[src/rtl/pc_sequencer_pkg.sv]
// pc_seq_pkg: types and constants shared by the PC sequencer and its
// return-address stack.
//   seq_state_e : sequencer FSM states (RUN / WAIT_IN / MULDIV)
//   sel_t/SEL_* : next-PC source select encoding
//   ptrW()      : pointer width for a power-of-2 stack depth
package pc_seq_pkg;

  typedef enum logic [1:0] {
    RUN     = 2'd0,
    WAIT_IN = 2'd1,
    MULDIV  = 2'd2
  } seq_state_e;

  localparam int RAS_DEPTH_DFLT = 4;
  localparam int RAS_PTR_W      = $clog2(RAS_DEPTH_DFLT);

  typedef logic [2:0] sel_t;
  localparam sel_t SEL_SEQ  = 3'd0;  // pc + 1
  localparam sel_t SEL_IMM  = 3'd1;  // {pc hi, imm}
  localparam sel_t SEL_JR   = 3'd2;  // {pc hi, rs_val lo}
  localparam sel_t SEL_RET  = 3'd3;  // top of return-address stack
  localparam sel_t SEL_ZERO = 3'd4;  // restart
  localparam sel_t SEL_HOLD = 3'd5;  // pc unchanged

  function automatic int ptrW(input int depth);
    return (depth > 1) ? $clog2(depth) : 1;
  endfunction

endpackage

[src/rtl/pc_sequencer_ras.sv]
// ret_addr_stack: circular return-address stack.
//   clock, reset : posedge clock, async active-low reset
//   clr          : synchronous empty
//   push/pushData: push an address; when full the oldest entry is overwritten
//   pop          : pop when non-empty; ignored when empty
//   top          : current top (0 when empty); full/empty status flags
module ret_addr_stack
  import pc_seq_pkg::*;
#(
  parameter int W     = 32,
  parameter int DEPTH = 4
) (
  input  logic         clock,
  input  logic         reset,
  input  logic         clr,
  input  logic         push,
  input  logic         pop,
  input  logic [W-1:0] pushData,
  output logic [W-1:0] top,
  output logic         full,
  output logic         empty
);

  localparam int PW = ptrW(DEPTH);
  localparam int CW = PW + 1;

  logic [W-1:0]  mem [DEPTH];
  logic [PW-1:0] wrPtr;   // next free slot; wraps, so a full push lands on the oldest
  logic [PW-1:0] topPtr;
  logic [CW-1:0] count;

  assign topPtr = wrPtr - 1'b1;
  assign full   = (count == CW'(DEPTH));
  assign empty  = (count == '0);
  assign top    = empty ? '0 : mem[topPtr];

  always_ff @(posedge clock) begin
    if (push && !clr) mem[wrPtr] <= pushData;
  end

  always_ff @(posedge clock or negedge reset) begin
    if (!reset) begin
      wrPtr <= '0;
      count <= '0;
    end else if (clr) begin
      wrPtr <= '0;
      count <= '0;
    end else if (push) begin
      wrPtr <= wrPtr + 1'b1;
      if (!full) count <= count + 1'b1;
    end else if (pop && !empty) begin
      wrPtr <= topPtr;
      count <= count - 1'b1;
    end
  end

endmodule

[src/rtl/pc_sequencer.sv]
// pc_sequencer: next-PC generator / sequencing controller.
//   clock, reset          : posedge clock, async active-low reset
//   zero_pc               : synchronous restart (highest priority)
//   pause_req/button_pulse: IN instruction holds until a button pulse
//   muldiv_start          : MUL/DIV occupies MULDIV_CYCLES cycles
//   branch_en/taken, jump_en, jump_reg_en, call_en, ret_en : redirects
//   imm, rs_val           : target fields
//   pc, pc_plus1          : current PC and its increment
//   halted, stalled       : WAIT_IN / MULDIV state decode
//   ras_overflow/underflow: sticky return-stack error flags
module pc_sequencer
  import pc_seq_pkg::*;
#(
  parameter int PC_W          = 32,
  parameter int IMM_W         = 11,
  parameter int JR_W          = 26,
  parameter int RAS_DEPTH     = 4,
  parameter int MULDIV_CYCLES = 4
) (
  input  logic             clock,
  input  logic             reset,
  input  logic             zero_pc,
  input  logic             pause_req,
  input  logic             button_pulse,
  input  logic             muldiv_start,
  input  logic             branch_en,
  input  logic             branch_taken,
  input  logic             jump_en,
  input  logic             jump_reg_en,
  input  logic             call_en,
  input  logic             ret_en,
  input  logic [IMM_W-1:0] imm,
  input  logic [PC_W-1:0]  rs_val,
  output logic [PC_W-1:0]  pc,
  output logic [PC_W-1:0]  pc_plus1,
  output logic             halted,
  output logic             stalled,
  output logic             ras_overflow,
  output logic             ras_underflow
);

  // mdcnt counts down from MULDIV_CYCLES-2; the RUN cycle that sees
  // muldiv_start is the first of the held cycles.
  localparam int MD_W = (MULDIV_CYCLES > 2) ? $clog2(MULDIV_CYCLES - 1) : 1;
  localparam logic [MD_W-1:0] MD_INIT =
    MD_W'((MULDIV_CYCLES >= 2) ? (MULDIV_CYCLES - 2) : 0);

  seq_state_e      state, nState;
  logic [MD_W-1:0] mdcnt, mdNext;
  sel_t            sel;
  logic [PC_W-1:0] pcNext, immTarget, jrTarget, rasTop;
  logic            rasPush, rasPop, rasFull, rasEmpty, setOvf, setUnf;

  assign pc_plus1  = pc + PC_W'(1);
  assign immTarget = {pc[PC_W-1:IMM_W], imm};

  generate
    if (JR_W == PC_W) begin : g_jrFull
      assign jrTarget = rs_val;
    end else begin : g_jrPart
      logic unusedRsHi;
      assign unusedRsHi = ^rs_val[PC_W-1:JR_W];
      assign jrTarget   = {pc[PC_W-1:JR_W], rs_val[JR_W-1:0]};
    end
  endgenerate

  ret_addr_stack #(.W(PC_W), .DEPTH(RAS_DEPTH)) u_ras (
    .clock    (clock),
    .reset    (reset),
    .clr      (zero_pc),
    .push     (rasPush),
    .pop      (rasPop),
    .pushData (pc_plus1),
    .top      (rasTop),
    .full     (rasFull),
    .empty    (rasEmpty)
  );

  always_comb begin
    sel     = SEL_SEQ;
    nState  = state;
    mdNext  = mdcnt;
    rasPush = 1'b0;
    rasPop  = 1'b0;
    setOvf  = 1'b0;
    setUnf  = 1'b0;
    if (zero_pc) begin
      sel    = SEL_ZERO;
      nState = RUN;
      mdNext = '0;
    end else begin
      case (state)
        RUN: begin
          if (pause_req) begin
            sel    = SEL_HOLD;
            nState = WAIT_IN;
          end else if (muldiv_start) begin
            if (MULDIV_CYCLES > 1) begin
              sel    = SEL_HOLD;
              nState = MULDIV;
              mdNext = MD_INIT;
            end
          end else if (ret_en) begin
            // ret outranks call, so a simultaneous call never pushes
            if (!rasEmpty) begin
              sel    = SEL_RET;
              rasPop = 1'b1;
            end else begin
              setUnf = 1'b1;
            end
          end else if (call_en) begin
            sel     = SEL_IMM;
            rasPush = 1'b1;
            setOvf  = rasFull;
          end else if (jump_en) begin
            sel = SEL_IMM;
          end else if (jump_reg_en) begin
            sel = SEL_JR;
          end else if (branch_en && branch_taken) begin
            sel = SEL_IMM;
          end
        end
        WAIT_IN: begin
          if (button_pulse) nState = RUN;
          else              sel    = SEL_HOLD;
        end
        MULDIV: begin
          if (mdcnt == '0) begin
            nState = RUN;
          end else begin
            sel    = SEL_HOLD;
            mdNext = mdcnt - 1'b1;
          end
        end
        default: begin
          sel    = SEL_ZERO;
          nState = RUN;
          mdNext = '0;
        end
      endcase
    end
  end

  always_comb begin
    case (sel)
      SEL_IMM:  pcNext = immTarget;
      SEL_JR:   pcNext = jrTarget;
      SEL_RET:  pcNext = rasTop;
      SEL_ZERO: pcNext = '0;
      SEL_HOLD: pcNext = pc;
      default:  pcNext = pc_plus1;
    endcase
  end

  always_ff @(posedge clock or negedge reset) begin
    if (!reset) begin
      pc            <= '0;
      state         <= RUN;
      mdcnt         <= '0;
      ras_overflow  <= 1'b0;
      ras_underflow <= 1'b0;
    end else begin
      pc            <= pcNext;
      state         <= nState;
      mdcnt         <= mdNext;
      ras_overflow  <= ras_overflow  | setOvf;
      ras_underflow <= ras_underflow | setUnf;
    end
  end

  // straight decode of the state register
  assign halted  = (state == WAIT_IN);
  assign stalled = (state == MULDIV);

endmodule

[config.mk]
export PLATFORM = sky130hd
export DESIGN_NAME = pc_sequencer
export DESIGN_NICKNAME = d
export VERILOG_FILES = /design/src/rtl/pc_sequencer_pkg.sv /design/src/rtl/pc_sequencer_ras.sv /design/src/rtl/pc_sequencer.sv
export SDC_FILE = /design/constraint.sdc
export NUM_CORES = 1
export LEC_CHECK = 0
export CORE_AREA = 2 2 116 118
export DETAILED_ROUTE_END_ITERATION = 10
export DIE_AREA = 0 0 118 120
export DONT_BUFFER_PORTS = 1
export PLACE_DENSITY_LB_ADDON = 0.08
export SYNTH_ARGS = -nofsm -noshare
export SYNTH_HDL_FRONTEND = slang
export SYNTH_SLANG_ARGS = --single-unit
[constraint.sdc]
create_clock -name clock -period 3.1 [get_ports clock]
set_clock_uncertainty 0.1 [all_clocks]
set_input_delay 0.31 -clock clock [delete_from_list [all_inputs] [get_ports clock]]
set_output_delay 0.31 -clock clock [all_outputs]
set_load 0.01 [all_outputs]
==> results.cfg, run 1 <==
[outcome]
status = completed

[finish]
fin_nets = 681
fill_cells = 877
diodes = 0
drive_gt1_share_pct = 19.65
area_growth_pct = 14.96

[logic_synthesis]
synth_area_mm2 = 0.008115
synth_top_area_share_pct = 47.36
synth-seq-cells = 171
yosysWarnings = 0
yosys-top-cells-area = edfxtp_1 (47%), dfrtp_1 (13%), mux4_2 (8.9%), xnor2_1 (3.0%), a21oi_1 (2.0%)
synthArstFlopShare_pct = 25.15
syn_area_per_cell_um2 = 13.73
synthTopCellsByCount = edfxtp_1 (128), dfrtp_1 (43), a21oi_1 (33), nand2_1 (33), mux4_2 (32)
ys_types = 65
synth_ff_type = edfxtp_1
synth_edf_count = 128
syn_inst = 591
seq_area_frac_synth_pct = 60.62
yosysMostFrequentCell = edfxtp_1
post-synth-top-area-cell = edfxtp_1
synthesis.nets = 653

[die]
start_util_pct = 62.52
core_area_mm2 = 0.01298
fp.dieW_um = 118
num_rows = 42
io_pins = 123
fp.dieH_um = 120
die_area_mm2 = 0.01416

[sta]
fmax_ghz = 0.3391
tightest_slew_ns = 0.7433
fin_crit_ns = 2.949
relSlewSlack_pct = 50.09
setup_viol = 0
post-route-period-util_pct = 95.12
hold_ws_ns = 0.01306
slew_viol_final = 0
rsz0062_at_grt = false
hold_viol_final = 0
fin_tns_setup_ns = 0

[setup_path]
crit_type = reg2out
startpoint_type = register
worstPathBufferInverterCount = 1
worstSetupEndpointType = output port
cp_max_fo = 5
worst_ep_required_time_ns = 2.69
critPathMaxStageDelay_ns = 0.54
crit_chain = ha_1 > nand3_1 > buf_4 > nor2_1 > and3_1 > xor2_1
cp_top_family = simple AND/OR/NAND/NOR gates
cp_slowest_cell = xor2_1
arrival_ns = 2.54

[grt]
grt_start_max_net_pins = 44
grt.total_usage_pct = 29.09
grt_pass1_wl_um = 30700
antenna_found_initial = 0
grt_pass1_vias = 5428
grt_overflow = 0

[drt]
postRouteAntennaNets = 0
drc = 0
wl_um = 19690
first_pass_iters = 5
wire_per_inst_um = 24.40
num_vias = 5303
viasPerCell = 6.571
drtIter0Drc = 531

[power]
power.internal_mw = 4.533
powerDensity_mw_per_mm2 = 657.1
p_seq_share_pct = 44.7
ir_drop_mv = 0.5456
p_switching_mw = 1.597
p_leak_nw = 3.433
pwr-share-clk_pct = 38.1
comb_power_share_pct = 17.2
switching_share_pct = 26.06

[clock_network]
cts_tree = done
root_buffer = clkbuf_16
clock_path_buffers = 2
cts_buffers = 17
clk_pin_slew_ns = 0.06
cts.sinks = 171
htree_levels = 4
worstSkewPairLatency_ns = 0.43

[flow_run]
drv_cap = 0

[place]
hpwl_um = 13130
finalWeightedCongestion = 0.8164
io_buffers = 0

[worst_hold_path]
hold_class = in2reg
-- per-stage QoR --
step / instance area (um2) / std cells / util [%] / total power, mW / setup slack (ns)
2_1_floorplan: 8115 / 591 / - / 3.499 / 0.3447
3_3_place_gp: 8459 / 760 / 65.17 / 3.765 / 0.5110
3_5_place_dp: 8459 / 760 / 65.17 / 3.793 / 0.4104
4_1_cts: 9268 / 804 / 71.40 / 6.142 / 0.01416
5_1_grt: 9329 / 807 / 71.87 / 6.340 / 0.007421
6_report: 9329 / 807 / 71.87 / 6.130 / 0.1513
-- logic make-up (layout without fill, tap and decap cells) --
logic type,after synthesis,count (layout),share of synthesized area [%]
DFF,171,171,60.62
adders and majority gates,7,7,1.172
AOI/OAI and AO/OA,108,108,9.004
muxes,37,37,9.497
buffers and inverters,54,94,3.099
and+or+nand+nor,172,172,12.07
xor gates and xnor gates,42,42,4.533
-- cells in the final DEF, fill, tap and decap left out, drive strengths merged, types with 14 or more instances in the layout --
| cell | n |
|---|---|
| nand2 | 33 |
| mux4 | 32 |
| edfxtp | 128 |
| and3 | 24 |
| dfrtp | 43 |
| nand3 | 21 |
| xor2 | 14 |
| buf | 38 |
| clkbuf | 18 |
| nor2 | 31 |
| nand4 | 15 |
| o22ai | 14 |
| xnor2 | 28 |
| a21oi | 34 |
-- sequential cells by signal, summed over array words and instances, names as in the netlist --
register / cells
u_ras.mem: 128
ras_overflow: 1
u_ras.count: 3
u_ras.wrPtr: 2
mdcnt: 2
pc: 32
state: 2
ras_underflow: 1
-- worst reg2reg max path, cell delays in order (launching register included) --
cell	delay, ns
dfrtp_1	0.55
nor3_2	0.29
and2_1	0.22
and3b_1	0.41
and2_1	0.46
buf_4	0.28
-- repair_timing --
action,in CTS,in global routing
setup buffers,0,3
setup endpoints to repair,1,10
pin swaps,0,1
gates cloned,0,0
endpoints found under the hold margin,61,0
hold buffers,13,0
resized for setup,1,6
-- path summary, 6_finish.rpt --
check                                    from               end  slack [ns]  depth (start not counted)
max in group asynchronous               reset            pc[13]        2.37                          2
worst min register to register  ras_underflow     ras_underflow        0.44                          1
worst max-delay path                    pc[0]      pc_plus1[18]        0.15                          6
worst min-delay path               rs_val[23]            pc[23]        0.01                          2
min in group asynchronous               reset          mdcnt[0]        0.29                          2
worst max register to register       state[0]  u_ras.mem[0][17]        0.48                          5
-- layout make-up --
| class | instances | area (um2) | area share [%] |
|---|---|---|---|
| sequential | 171 | 4921 | 52.75 |
| multi-input combinational | 366 | 2998 | 32.14 |
| timing repair buffer | 50 | 488.0 | 5.231 |
| clock buffer | 18 | 429.2 | 4.600 |
| clock inverter | 13 | 224.0 | 2.401 |
| tap | 176 | 220.2 | 2.361 |
| inverter | 13 | 48.80 | 0.5231 |
-- routing by layer --
metal,vias to the layer above,global-route usage (%),share of wire (%)
li1,2336,-,-
met1,2694,35.63,38
met2,230,48.47,51
met3,43,9.411,8.7
met4,0,11.37,2.1
met5,-,0,0
-- power groups by stage --
stage	combinational (mW)	sequential, mW	clock [mW]
global route	1.14	2.75	2.45
global placement	0.987	2.78	0
floorplan	0.755	2.74	0
detailed placement	1.01	2.78	0
finish	1.05	2.74	2.34
CTS	1.05	2.74	2.35
Power figures use the tool's default switching activity.
==> run 2, diff against run 1 <==
Settings changed: CORE_AREA 2 2 116 118 to 2 2 143 145, DIE_AREA 0 0 118 120 to 0 0 145 147, GPL_ROUTABILITY_DRIVEN from default to 0, SETUP_SLACK_MARGIN from default to 0.1.
==> run 2 against run 1 <==
Net effect: routed wire length is 10% higher; cell count up 14%; core utilization shrank 24 points; critical path depth unchanged; first-iteration DRC count shrank 28%; flip-flop and latch count did not move; non-clock buffer count increased by 13; sequential share of layout area shrank 1.1 points; largest power group unchanged; highest routed layer unchanged.
==> results.cfg, run 2 (same netlist as run 1, synthesis figures left out) <==
[die]
start_util_pct = 40.90
num_rows = 52
fp.dieH_um = 147
io_pins = 123
fp.dieW_um = 145
core_area_mm2 = 0.01984
die_area_mm2 = 0.02132

[setup_path]
r2r_start = state[0]
reg2reg_depth = 6
r2r-end = u_ras.count[1]
cp_max_fo = 7
crit_type = reg2out
worstSetupEndpointType = output port
worst_ep_required_time_ns = 2.69
startpoint_type = register
arrival_ns = 2.44
reg2reg_slack_ns = 0.54

[drt]
drc = 0
first_pass_iters = 4
postRouteAntennaNets = 0
drtIter0Drc = 384
wl_um = 21650
wire_per_inst_um = 23.61
viasPerCell = 5.664
num_vias = 5194

[clock_network]
cts_buffers = 17
cts_tree = done
root_buffer = clkbuf_16
clk_pin_slew_ns = 0.07
cts.sinks = 171
worstSkewPairLatency_ns = 0.43
htree_levels = 4
clock_path_buffers = 2

[sta]
post-route-period-util_pct = 91.94
slew_viol_final = 0
rsz0062_at_grt = false
fin_tns_setup_ns = 0
setup_viol = 0
hold_viol_final = 0
fmax_ghz = 0.3509
fin_crit_ns = 2.850
relSlewSlack_pct = 53.87
hold_ws_ns = 0.006738
tightest_slew_ns = 0.6919

[grt]
grt_start_max_net_pins = 44
grt_overflow = 0
grt.total_usage_pct = 21.00
grt_pass1_wl_um = 33490
grt_pass1_vias = 5365
antenna_found_initial = 2

[finish]
fin_util_pct = 48.05
largest_reg_flops = 128
final_cell_mix = edfxtp_1 (128), buf_4 (44), dfrtp_1 (40), nand2_1 (33), a21oi_1 (33)
instances_no_fill = 917
design_area_mm2 = 0.009535
fill_cells = 1747
fin_nets = 694
mostFrequentLayoutCell = edfxtp_1
area_growth_pct = 17.50
drive_gt1_share_pct = 22.95
regMostFlops = u_ras.mem
ff_latch_area_mm2 = 0.004923
multi_input_area_mm2 = 0.003053
reg.largest.list = u_ras.mem: 128 flops, pc: 32 flops, u_ras.count: 3 flops

[worst_hold_path]
hold_start = rs_val[23]
hold_depth = 2
hold_class = in2reg
min_to = pc[23]

[outcome]
status = completed

[place]
hpwl_um = 14030
place_area_mm2 = 0.008660
place_inst = 865
io_buffers = 0

[power]
powerDensity_mw_per_mm2 = 623.4
p_leak_nw = 3.501
ir_drop_mv = 0.4162

[flow_run]
drv_cap = 0
[run 2: repair_timing]
item	in CTS	in global routing
hold buffers	14	0
hold endpoints to repair	62	0
setup endpoints to repair	7	15
gates resized for setup	3	15
pin swaps	2	2
setup buffers	3	1
[run 2: worst max path at each step]
stage | start | to | slack [ns]
after floorplan | u_ras.wrPtr[0] | pc[6] | 0.34
after global placement | pc[0] | pc[26] | 0.36
after detailed placement | pc[1] | pc[26] | 0.29
after CTS | pc[1] | pc_plus1[14] | 0.07
after global routing | pc[12] | pc_plus1[20] | 0.1
final | pc[12] | pc_plus1[20] | 0.25
[run 2: critical path: stages, from the launching register on]
cell and delay, ns:
dfrtp_1 0.53, nand4_1 0.33, nor4_4 0.32, buf_4 0.20, nand4_1 0.18, xnor2_2 0.28, buf_4 0.17
[run 2: final cells by class]
class | instances | area share (%)
diodes | 2 | 0.05249
clock buffers | 21 | 4.829
clock inverters | 11 | 1.247
inverters | 13 | 0.5117
multi-input cells | 366 | 32.02
flip-flops and latches | 171 | 51.63
well taps | 270 | 3.543
repair buffers | 63 | 6.167
[run 2: metal layers]
metal,vias to the layer above,part of all wire (%),track usage [%]
met3,23,6.3,6.118
li1,2370,-,-
met1,2663,42,26.60
met2,138,50,35.50
met4,0,1.2,5.693
met5,-,0,0
[run 2: power breakdown]
group | switching [mW] | leakage [nW] | total [mW] | internal [mW]
logic | 0.645 | 1.45 | 1.12 | 0.474
registers | 0.140 | 1.77 | 2.73 | 2.59
clock network | 0.866 | 0.279 | 2.09 | 1.23
total | 1.65 | 3.50 | 5.94 | 4.29
[run 2: stage by stage]
stage | setup slack, ns | power (mW)
6_report | 0.2498 | 5.945
5_1_grt | 0.09972 | 6.208
4_1_cts | 0.07123 | 5.994
3_5_place_dp | 0.2925 | 3.857
3_3_place_gp | 0.3577 | 3.839
2_1_floorplan | 0.3447 | 3.499
==> run 3, diff against run 2 <==
Settings changed: GPL_TIMING_DRIVEN from default to 0.
==> run 3 against run 2 <==
Net effect: worst setup slack worse by 0.087 ns; sequential power hardly changed; first-iteration DRC count is 41% higher; routed wire length grew 7.5%; global-route usage up 1.5 points; critical path depth up 2; clock-buffer cell count shrank 3; cell count grew 0.33%; via count rose by 4.2%; sequential share of layout area shrank 0.73 points; worst hold slack better by 0.0076 ns; core utilization grew 0.71 points; highest routed layer unchanged.
==> results.cfg, run 3 (same netlist as run 1, synthesis figures left out) <==
[outcome]
status = completed

[setup_path]
critPathMaxStageDelay_ns = 0.47
crit_path_start = u_ras.wrPtr[0]
crit_chain = buf_4 > buf_6 > inv_1 > ha_2 > clkbuf_4 > mux4_2 > a221oi_1 > a211oi_1
worstSetupEndpointType = register
cp_max_fo = 10
cp_top_family = buffers and inverters
r2r_start = u_ras.wrPtr[0]
arrival_ns = 3.12
worst_ep_required_time_ns = 3.29
cp_slowest_cell = ha_2
startpoint_type = register
worstPathBufferInverterCount = 4
crit_type = reg2reg

[clock_network]
htree_levels = 4
clock_path_buffers = 2
cts_buffers = 17
clk_pin_slew_ns = 0.07
cts_tree = done
root_buffer = clkbuf_16
cts.sinks = 171
worstSkewPairLatency_ns = 0.43

[power]
p_leak_nw = 3.581
power.total_mw = 6.053
p_seq_share_pct = 45.5
p_switching_mw = 1.800
switching_share_pct = 29.74
powerDensity_mw_per_mm2 = 625.6
pwr-share-clk_pct = 35.8
ir_drop_mv = 0.3944
comb_power_share_pct = 18.7
power.internal_mw = 4.253

[worst_hold_path]
hold_class = in2reg
hold_start = rs_val[19]

[sta]
hold_viol_final = 0
relSlewSlack_pct = 40.57
slew_viol_final = 0
rsz0062_at_grt = true
fin_crit_ns = 2.937
fmax_ghz = 0.3404
fin_tns_setup_ns = 0
post-route-period-util_pct = 94.76
setup_viol = 0
tightest_slew_ns = 0.8821

[finish]
area_growth_pct = 19.23
final_cell_mix = edfxtp_1 (128), dfrtp_1 (39), nand2_1 (33), a21oi_1 (33), mux4_2 (32)
mostFrequentLayoutCell = edfxtp_1
reg.largest.list = u_ras.mem: 128 flops, pc: 32 flops, u_ras.count: 3 flops
fin_nets = 698
drive_gt1_share_pct = 24.65
largest_reg_flops = 128
regMostFlops = u_ras.mem

[die]
fp.dieH_um = 147
start_util_pct = 40.90
core_area_mm2 = 0.01984
fp.dieW_um = 145
num_rows = 52
die_area_mm2 = 0.02132
io_pins = 123

[drt]
postRouteAntennaNets = 0
num_vias = 5414
drtIter0Drc = 543
drc = 0
wl_um = 23280
wire_per_inst_um = 25.30
viasPerCell = 5.885
first_pass_iters = 5

[place]
io_buffers = 0
hpwl_um = 16120

[grt]
grt_pass1_vias = 5548
grt_overflow = 0
antenna_found_initial = 1
grt_pass1_wl_um = 35390
grt.total_usage_pct = 22.47
grt_start_max_net_pins = 44

[flow_run]
drv_cap = 0
==> run 3: cell types whose count changed in the layout (fill, tap and decap cells not counted), sizes merged <==
cell	change
buf	-13
clkinv	-3
inv	+6
diode	-1
dlygate4sd3	+2
clkbuf	+12
==> run 3: power by group through the flow <==
| stage | combinational (mW) | sequential (mW) | clock [mW] |
|---|---|---|---|
| after global placement | 1.03 | 2.79 | 0 |
| after detailed placement | 1.06 | 2.79 | 0 |
| final | 1.13 | 2.76 | 2.16 |
| after global routing | 1.22 | 2.77 | 2.28 |
| after floorplan | 0.755 | 2.74 | 0 |
| after CTS | 1.12 | 2.75 | 2.20 |
==> run 3: final timing paths <==
kind	end	slack [ns]	cells past startpoint
worst min-delay path	pc[19]	0.01	2
min in group asynchronous	state[1]	0.31	2
worst max-delay path	pc[10]	0.16	8
max in group asynchronous	pc[5]	2.35	2
worst min register to register	mdcnt[1]	0.43	2
worst max register to register	pc[10]	0.16	8
==> run 3: worst register-to-register path, stage by stage, from the launching register on <==
cell and delay, ns:
dfrtp_1 0.40, buf_4 0.27, buf_6 0.23, inv_1 0.09, ha_2 0.47, clkbuf_4 0.34
mux4_2 0.34, a221oi_1 0.41, a211oi_1 0.15
==> run 3: per-layer routing <==
| layer | wire [um] | share of wire [%] | GRT usage, % | vias to the layer above |
|---|---|---|---|---|
| met5 | 0 | 0 | 0 | - |
| met4 | 370 | 1.6 | 6.733 | 0 |
| met3 | 1764 | 7.6 | 6.646 | 23 |
| met2 | 11640 | 50 | 37.26 | 190 |
| met1 | 9498 | 41 | 28.81 | 2833 |
| li1 | - | - | - | 2368 |
==> run 3: layout make-up <==
class	count	area, um2
fill	1759	10170
sequential	171	4925
buffer	40	230.2
antenna	1	2.502
timing repair buffer	27	332.8
tap	270	337.8
multi-input combinational	366	3209
clock buffer	18	429.2
clock inverter	14	160.2
inverter	13	48.80
==> run 3: through the flow <==
| stage | hold slack (ns) | instance area (um2) | instances | utilization, % | setup WS [ns] |
|---|---|---|---|---|---|
| final | 0.01438 | 9676 | 920 | 48.76 | 0.1625 |
| after global placement | -0.08329 | 8453 | 861 | 42.60 | -0.7390 |
| after global routing | 0.007505 | 9673 | 919 | 48.75 | 0.06214 |
| after floorplan | -0.08559 | 8115 | 591 | - | 0.3447 |
| after CTS | 0.001703 | 9567 | 917 | 48.21 | 0.09219 |
| after detailed placement | -0.08323 | 8561 | 865 | 43.14 | -0.8428 |
==> run 3: repair_timing <==
action | CTS | global route
resized for setup | 35 | 27
buffers inserted | 5 | 2
endpoints found under the hold margin | 57 | 0
hold buffers | 16 | 0
endpoints found under the setup margin | 59 | 33
pin swaps | 4 | 3
